## src/rtl/cmd_frame_pkg.sv

```systemverilog
// Shared types and constants for the PC command frame parser.
// Frames are HEADER, LEN, LEN payload bytes, CHK (XOR of LEN and payload).
package cmd_frame_pkg;

  typedef enum logic [2:0] {
    S_HUNT    = 3'd0,
    S_LEN     = 3'd1,
    S_PAYLOAD = 3'd2,
    S_CHK     = 3'd3,
    S_DRAIN   = 3'd4
  } state_t;

  localparam logic [1:0] ERR_NONE    = 2'd0;
  localparam logic [1:0] ERR_LEN     = 2'd1;
  localparam logic [1:0] ERR_CHK     = 2'd2;
  localparam logic [1:0] ERR_TIMEOUT = 2'd3;

  localparam logic [7:0] DEFAULT_HEADER = 8'hAA;

  // States in which the inter-byte timeout counter runs.
  function automatic logic isFrameState(input state_t s);
    return (s == S_LEN) || (s == S_PAYLOAD) || (s == S_CHK);
  endfunction

endpackage

```

## src/rtl/cmd_frame_buf.sv

```systemverilog
// Payload register file: one synchronous write port, one asynchronous read port.
// No reset; contents are only read back after a full frame has been written.
module cmd_frame_buf #(
  parameter int DEPTH = 16,
  parameter int AW    = 4
) (
  input  logic          clk,
  input  logic          wrEn,
  input  logic [AW-1:0] wrAddr,
  input  logic [7:0]    wrData,
  input  logic [AW-1:0] rdAddr,
  output logic [7:0]    rdData
);

  logic [7:0] mem [DEPTH];

  always_ff @(posedge clk) begin
    if (wrEn) begin
      mem[wrAddr] <= wrData;
    end
  end

  assign rdData = mem[rdAddr];

endmodule

```

## src/rtl/cmd_frame_parser.sv

```systemverilog
// Assembles HEADER/LEN/payload/CHK frames from the UART byte stream and forwards
// only checksum-verified payload bytes; bad, oversize or stalled frames are dropped.
module cmd_frame_parser
  import cmd_frame_pkg::*;
#(
  parameter int         MAX_PAYLOAD    = 16,
  parameter logic [7:0] HEADER_BYTE    = DEFAULT_HEADER,
  parameter int         TIMEOUT_CYCLES = 50000
) (
  input  logic       clk,
  input  logic       rst,
  input  logic [7:0] rx_data,
  input  logic       rx_rdy,
  output logic       rx_ack,
  output logic [7:0] out_data,
  output logic       out_vld,
  input  logic       out_rdy,
  output logic       frame_ok,
  output logic       frame_err,
  output logic [1:0] err_code,
  output state_t     dbgState
);

  localparam int AW = (MAX_PAYLOAD > 1) ? $clog2(MAX_PAYLOAD) : 1;
  localparam int TW = $clog2(TIMEOUT_CYCLES + 1);
  localparam logic [TW-1:0] TO_LIMIT = TW'(TIMEOUT_CYCLES);
  localparam logic [7:0]    MAX_LEN  = 8'(MAX_PAYLOAD);

  // Handshakes: input side takes a byte in any cycle with rx_rdy=1, rx_ack=0 and
  // state != DRAIN, then pulses rx_ack for exactly one cycle (that cycle is a guard).
  // Output side is valid/ready: a beat moves when out_vld && out_rdy, and
  // out_vld/out_data hold steady until it does.

  state_t        state, stateNext;
  logic [7:0]    lenQ, lenNext;
  logic [7:0]    idxQ, idxNext;
  logic [7:0]    xorQ, xorNext;
  logic [TW-1:0] toCnt, toCntNext;
  logic          rxAckQ, frameOkQ, frameErrQ;
  logic [1:0]    errCodeQ;

  logic          accept;
  logic          inFrame;
  logic          toHit;
  logic          bufWe;
  logic          okSet;
  logic          errSet;
  logic [1:0]    errVal;
  logic [7:0]    lastIdx;
  logic [7:0]    bufRdData;

  assign inFrame = isFrameState(state);
  assign toHit   = inFrame && (toCnt == TO_LIMIT);
  assign accept  = rx_rdy && !rxAckQ && (state != S_DRAIN) && !toHit;
  assign lastIdx = lenQ - 8'd1;

  always_comb begin
    stateNext = state;
    lenNext   = lenQ;
    idxNext   = idxQ;
    xorNext   = xorQ;
    bufWe     = 1'b0;
    okSet     = 1'b0;
    errSet    = 1'b0;
    errVal    = ERR_NONE;

    if (toHit) begin
      errSet    = 1'b1;
      errVal    = ERR_TIMEOUT;
      stateNext = S_HUNT;
    end else begin
      case (state)
        S_HUNT: begin
          if (accept && (rx_data == HEADER_BYTE)) begin
            stateNext = S_LEN;
          end
        end
        S_LEN: begin
          if (accept) begin
            if ((rx_data == 8'd0) || (rx_data > MAX_LEN)) begin
              errSet    = 1'b1;
              errVal    = ERR_LEN;
              stateNext = S_HUNT;
            end else begin
              lenNext   = rx_data;
              xorNext   = rx_data;
              idxNext   = 8'd0;
              stateNext = S_PAYLOAD;
            end
          end
        end
        S_PAYLOAD: begin
          if (accept) begin
            bufWe   = 1'b1;
            xorNext = xorQ ^ rx_data;
            if (idxQ == lastIdx) begin
              idxNext   = 8'd0;
              stateNext = S_CHK;
            end else begin
              idxNext = idxQ + 8'd1;
            end
          end
        end
        S_CHK: begin
          if (accept) begin
            if (rx_data == xorQ) begin
              okSet     = 1'b1;
              idxNext   = 8'd0;
              stateNext = S_DRAIN;
            end else begin
              errSet    = 1'b1;
              errVal    = ERR_CHK;
              stateNext = S_HUNT;
            end
          end
        end
        S_DRAIN: begin
          if (out_rdy) begin
            if (idxQ == lastIdx) begin
              idxNext   = 8'd0;
              stateNext = S_HUNT;
            end else begin
              idxNext = idxQ + 8'd1;
            end
          end
        end
        default: stateNext = S_HUNT;
      endcase
    end

    // Inter-byte counter only runs while a frame is being received.
    toCntNext = '0;
    if (inFrame && !accept && !toHit) begin
      toCntNext = (toCnt == TO_LIMIT) ? toCnt : toCnt + TW'(1);
    end
  end

  always_ff @(posedge clk or posedge rst) begin
    if (rst) begin
      state     <= S_HUNT;
      lenQ      <= 8'd0;
      idxQ      <= 8'd0;
      xorQ      <= 8'd0;
      toCnt     <= '0;
      rxAckQ    <= 1'b0;
      frameOkQ  <= 1'b0;
      frameErrQ <= 1'b0;
      errCodeQ  <= ERR_NONE;
    end else begin
      state     <= stateNext;
      lenQ      <= lenNext;
      idxQ      <= idxNext;
      xorQ      <= xorNext;
      toCnt     <= toCntNext;
      rxAckQ    <= accept;
      frameOkQ  <= okSet;
      frameErrQ <= errSet;
      if (errSet) begin
        errCodeQ <= errVal;
      end
    end
  end

  cmd_frame_buf #(
    .DEPTH (MAX_PAYLOAD),
    .AW    (AW)
  ) u_buf (
    .clk    (clk),
    .wrEn   (bufWe),
    .wrAddr (idxQ[AW-1:0]),
    .wrData (rx_data),
    .rdAddr (idxQ[AW-1:0]),
    .rdData (bufRdData)
  );

  // Outputs decode from state so an async reset clears them at once.
  assign out_vld   = (state == S_DRAIN);
  assign out_data  = out_vld ? bufRdData : 8'h00;
  assign rx_ack    = rxAckQ;
  assign frame_ok  = frameOkQ;
  assign frame_err = frameErrQ;
  assign err_code  = errCodeQ;
  assign dbgState  = state;

endmodule

```

## config.mk

```make
export PLATFORM = sky130hd
export DESIGN_NAME = cmd_frame_parser
export DESIGN_NICKNAME = d
export VERILOG_FILES = /design/src/rtl/cmd_frame_pkg.sv /design/src/rtl/cmd_frame_buf.sv /design/src/rtl/cmd_frame_parser.sv
export SDC_FILE = /design/constraint.sdc
export NUM_CORES = 1
export LEC_CHECK = 0
export CELL_PAD_IN_SITES_DETAIL_PLACEMENT = 1
export CELL_PAD_IN_SITES_GLOBAL_PLACEMENT = 2
export CORE_UTILIZATION = 45
export CTS_CLUSTER_SIZE = 25
export DETAILED_ROUTE_END_ITERATION = 12
export MAX_ROUTING_LAYER = met4
export PLACE_DENSITY = 0.76
export SLEW_MARGIN = 10
export SYNTH_ARGS = -nofsm -noshare
export SYNTH_HDL_FRONTEND = slang
export SYNTH_SLANG_ARGS = --single-unit
```

## constraint.sdc

```tcl
create_clock -name clk -period 4 [get_ports clk]
set_clock_uncertainty 0.1 [all_clocks]
set_input_delay 1 -clock clk [delete_from_list [all_inputs] [get_ports clk]]
set_output_delay 1 -clock clk [all_outputs]
set_load 0.01 [all_outputs]
```

==> Flow_metrics.wiki <==
{| class="wikitable"
! Metric !! Value
|-
| Via count of the first global-routing pass || 5146
|-
| Post-synthesis area per instance || 15.1 um2
|-
| Vert. Die Dim || 133 um
|-
| Number of fill cells || 1623
|-
| Length of the first detailed-routing pass in iterations || 4
|-
| Iteration-0 DRC Markers || 310
|-
| Number of distinct library cells after synthesis || 54
|-
| Ratio of cells with drive above 1 in the final layout || 22.0%
|-
| CTS tree || yes
|-
| Final cell count without fillers || 812
|-
| Synth Cell Area || 0.00774 mm2
|-
| Root buffer selected by CTS || sky130_fd_sc_hd__clkbuf_16
|-
| Areal power density over the cells || 537 mW/mm2
|-
| Cts bufs inserted || 17
|-
| Number of vias in the routed layout || 4660
|-
| Critical path startpoint category || register
|-
| Number of enable flip-flop cells after synthesis || 128
|-
| Clock Sinks || 176
|-
| WP data required || 2900 ps
|-
| Antenna Nets Post-Route || 0
|-
| Area enclosed by the die boundary || 0.0177 mm2
|-
| Count of hold-fix buffers inserted at cts || 0
|-
| Quantity of gates resized following cts || 0
|-
| Standard-cell row count || 47
|-
| Max-cap check violation count || 0
|-
| Relative slew slack || 41.0%
|-
| Total congestion overflow || 0
|-
| Number of design rule violations left after detail routing || 0
|-
| GPL Wtd Cong || 0.786
|-
| Number of flip-flops and latches in the synthesized netlist || 176
|-
| Fin Setup TNS || 0 ps
|-
| CTS Buffer Depth || 2
|-
| Max-slew violation total from the final report || 0
|-
| Fin worst setup slack || 105 ps
|-
| Inst Count DP || 779
|-
| Via density || 5.74
|-
| Area share of the largest cell type after synthesis || 49.7%
|-
| Total core area || 0.0167 mm2
|-
| Pin count of the biggest net entering global routing || 31
|-
| IR drop worst, VDD || 0.340 mV
|-
| Worst skew pair latency || 440 ps
|-
| Hold Crit Class || reg -> reg
|-
| Top Ports || 29
|-
| Worst setup path category || reg -> out
|-
| Final setup fails || 0
|-
| Biggest area consumer among synthesized cells || sky130_fd_sc_hd__edfxtp_1
|-
| Top achievable clock speed || 257 MHz
|-
| Clock slew at the register clock pins of the worst setup and hold paths || 70 ps
|-
| Final Hold Vio Count || 0
|-
| Maximum fanout count along the critical path || 10
|-
| Global router's overall resource usage || 24.8%
|-
| Setup slack on the worst flop-to-flop path || 630 ps
|-
| Most used standard cells in the synthesized netlist || sky130_fd_sc_hd__edfxtp_1 (128), sky130_fd_sc_hd__dfrtp_1 (48), sky130_fd_sc_hd__mux4_2 (40)
|-
| WL/cell || 24.0 um
|-
| Worst endpoint data arrival time || 2800 ps
|-
| Estimated wirelength of the detail-placed design || 13600 um
|-
| Final wirelength || 19500 um
|-
| Share of synthesized registers carrying an async set or reset || 27.3%
|-
| Nets@finish || 597
|-
| CP Launch Point || idxQ[0]$_DFFE_PP0P_
|-
| Transition at the pin with the smallest max-transition slack || 884 ps
|-
| Leak || 0.00326 uW
|-
| Area added between synthesis and finish || 18.4%
|-
| Setup crit end kind || output pin
|-
| Post-Place Setup Slack || 321 ps
|-
| Post-CTS repair timing setup buffer count || 0
|-
| Most frequent cell after synthesis || sky130_fd_sc_hd__edfxtp_1
|-
| Number of antenna violations at the first check in global routing || 1
|-
| Ys flop type || sky130_fd_sc_hd__edfxtp_1
|-
| Startpoint of the most critical register-to-register path || dbgState[0]$_DFFE_PP0P_
|-
| Initial core utilization || 46.3%
|-
| Outcome || completed
|-
| Net Count, Synth || 530
|-
| Max H-tree Level || 4
|-
| Wire length of the first global-routing pass || 30800 um
|-
| Port Buffer Count || 28
|-
| Warning count from the yosys run || 0
|-
| Hold_sp || err_code[1]$_DFFE_PP0P_
|-
| Die boundary width || 133 um
|-
| Post-synthesis cell count || 511
|-
| Unrepaired setup endpoints after global routing || no
|-
| Final Critical Period || 3900 ps
|-
| Worst hold slack after final layout || 423 ps
|-
| Cell types with the largest area share after synthesis || sky130_fd_sc_hd__edfxtp_1 (50%), sky130_fd_sc_hd__dfrtp_1 (16%), sky130_fd_sc_hd__mux4_2 (12%)
|-
| Sequential cell area fraction in the yosys report || 65.2%
|-
| Part of the cycle the worst path needs || 97.4%
|}
-- flip-flops by register name, summed over array words and instances, names as in the netlist --
register and cells:
lenQ 8, frame_err 1, rx_ack 1, idxQ 8, frame_ok 1, err_code 2
toCnt 16, dbgState 3, u_buf.mem 128, xorQ 8
-- cells in the final DEF, fill, tap and decap left out, types with 10 or more instances in the layout --
master                              n
sky130_fd_sc_hd__mux4_2            40
sky130_fd_sc_hd__dfrtp_1           47
sky130_fd_sc_hd__clkbuf_16         17
sky130_fd_sc_hd__nand2_1           31
sky130_fd_sc_hd__and2_1            16
sky130_fd_sc_hd__clkdlybuf4s50_1   26
sky130_fd_sc_hd__inv_1             14
sky130_fd_sc_hd__nor2b_1           14
sky130_fd_sc_hd__buf_4             42
sky130_fd_sc_hd__nor2_1            30
sky130_fd_sc_hd__and3_1            12
sky130_fd_sc_hd__a21oi_1           10
sky130_fd_sc_hd__xnor2_1           25
sky130_fd_sc_hd__o21ai_0           15
sky130_fd_sc_hd__edfxtp_1         128
-- worst paths after layout --
| kind | to | depth (start not counted) |
|---|---|---|
| max | out_data[0] | 5 |
| min | err_code[1]$_DFFE_PP0P_ | 2 |
| max reg2reg | u_buf.mem[1][2]$_DFFE_PP_ | 7 |
| min reg2reg | err_code[1]$_DFFE_PP0P_ | 2 |
| max in group asynchronous | idxQ[0]$_DFFE_PP0P_ | 3 |
| min in group asynchronous | lenQ[2]$_DFFE_PP0P_ | 2 |
-- routing by layer --
layer  global-route usage [%]  vias to the layer above  routed length, um
met5                        -                        -                  0
met4                     8.59                        0                312
met3                     4.64                       20                927
met2                     38.4                      119               9690
met1                     33.1                     2437               8570
li1                         -                     2084                  -
-- critical path, cell delays in order, from the launching register on --
cell and delay (ps):
sky130_fd_sc_hd__dfrtp_2 390, sky130_fd_sc_hd__buf_4 250, sky130_fd_sc_hd__mux4_2 560, sky130_fd_sc_hd__mux4_2 490, sky130_fd_sc_hd__nor2b_1 160, sky130_fd_sc_hd__clkdlybuf4s50_1 520
-- logic make-up (layout without fill, tap and decap cells) --
logic type / after synthesis / count (layout) / share of synthesized area (%)
other cells: 0 / 1 / 0
xor+xnor: 34 / 34 / 3.85
simple gates: 162 / 162 / 11.6
fa+ha+maj: 7 / 7 / 1.13
compound gates: 51 / 51 / 4.22
buf+inv: 38 / 118 / 1.89
flops: 176 / 176 / 65.2
mux: 43 / 43 / 12.1
-- layout make-up --
class                           count  area (um2)  area share, %
Multi-Input combinational cell    297        2550           27.8
Tap cell                          220         275           3.00
Clock inverter                     15         191           2.09
Inverter                           15        56.3          0.614
Clock buffer                       17         425           4.64
Timing Repair Buffer               71         621           6.77
Sequential cell                   176        5050           55.1
Antenna cell                        1        2.50         0.0273
-- power by group --
part	internal, uW	total (uW)	switching (uW)
sequential	2060	2220	160
combinational	497	978	480
clock	952	1720	766
-- stage by stage --
step	area (um2)	power (uW)	util, %
final	9160	4920	54.9
after global routing	9160	5130	54.9
after CTS	9160	4970	54.8
after detailed placement	8540	3250	51.1
after global placement	8540	3210	51.1
after floorplan	7740	2890	-
(Power assumes the default switching activity.)
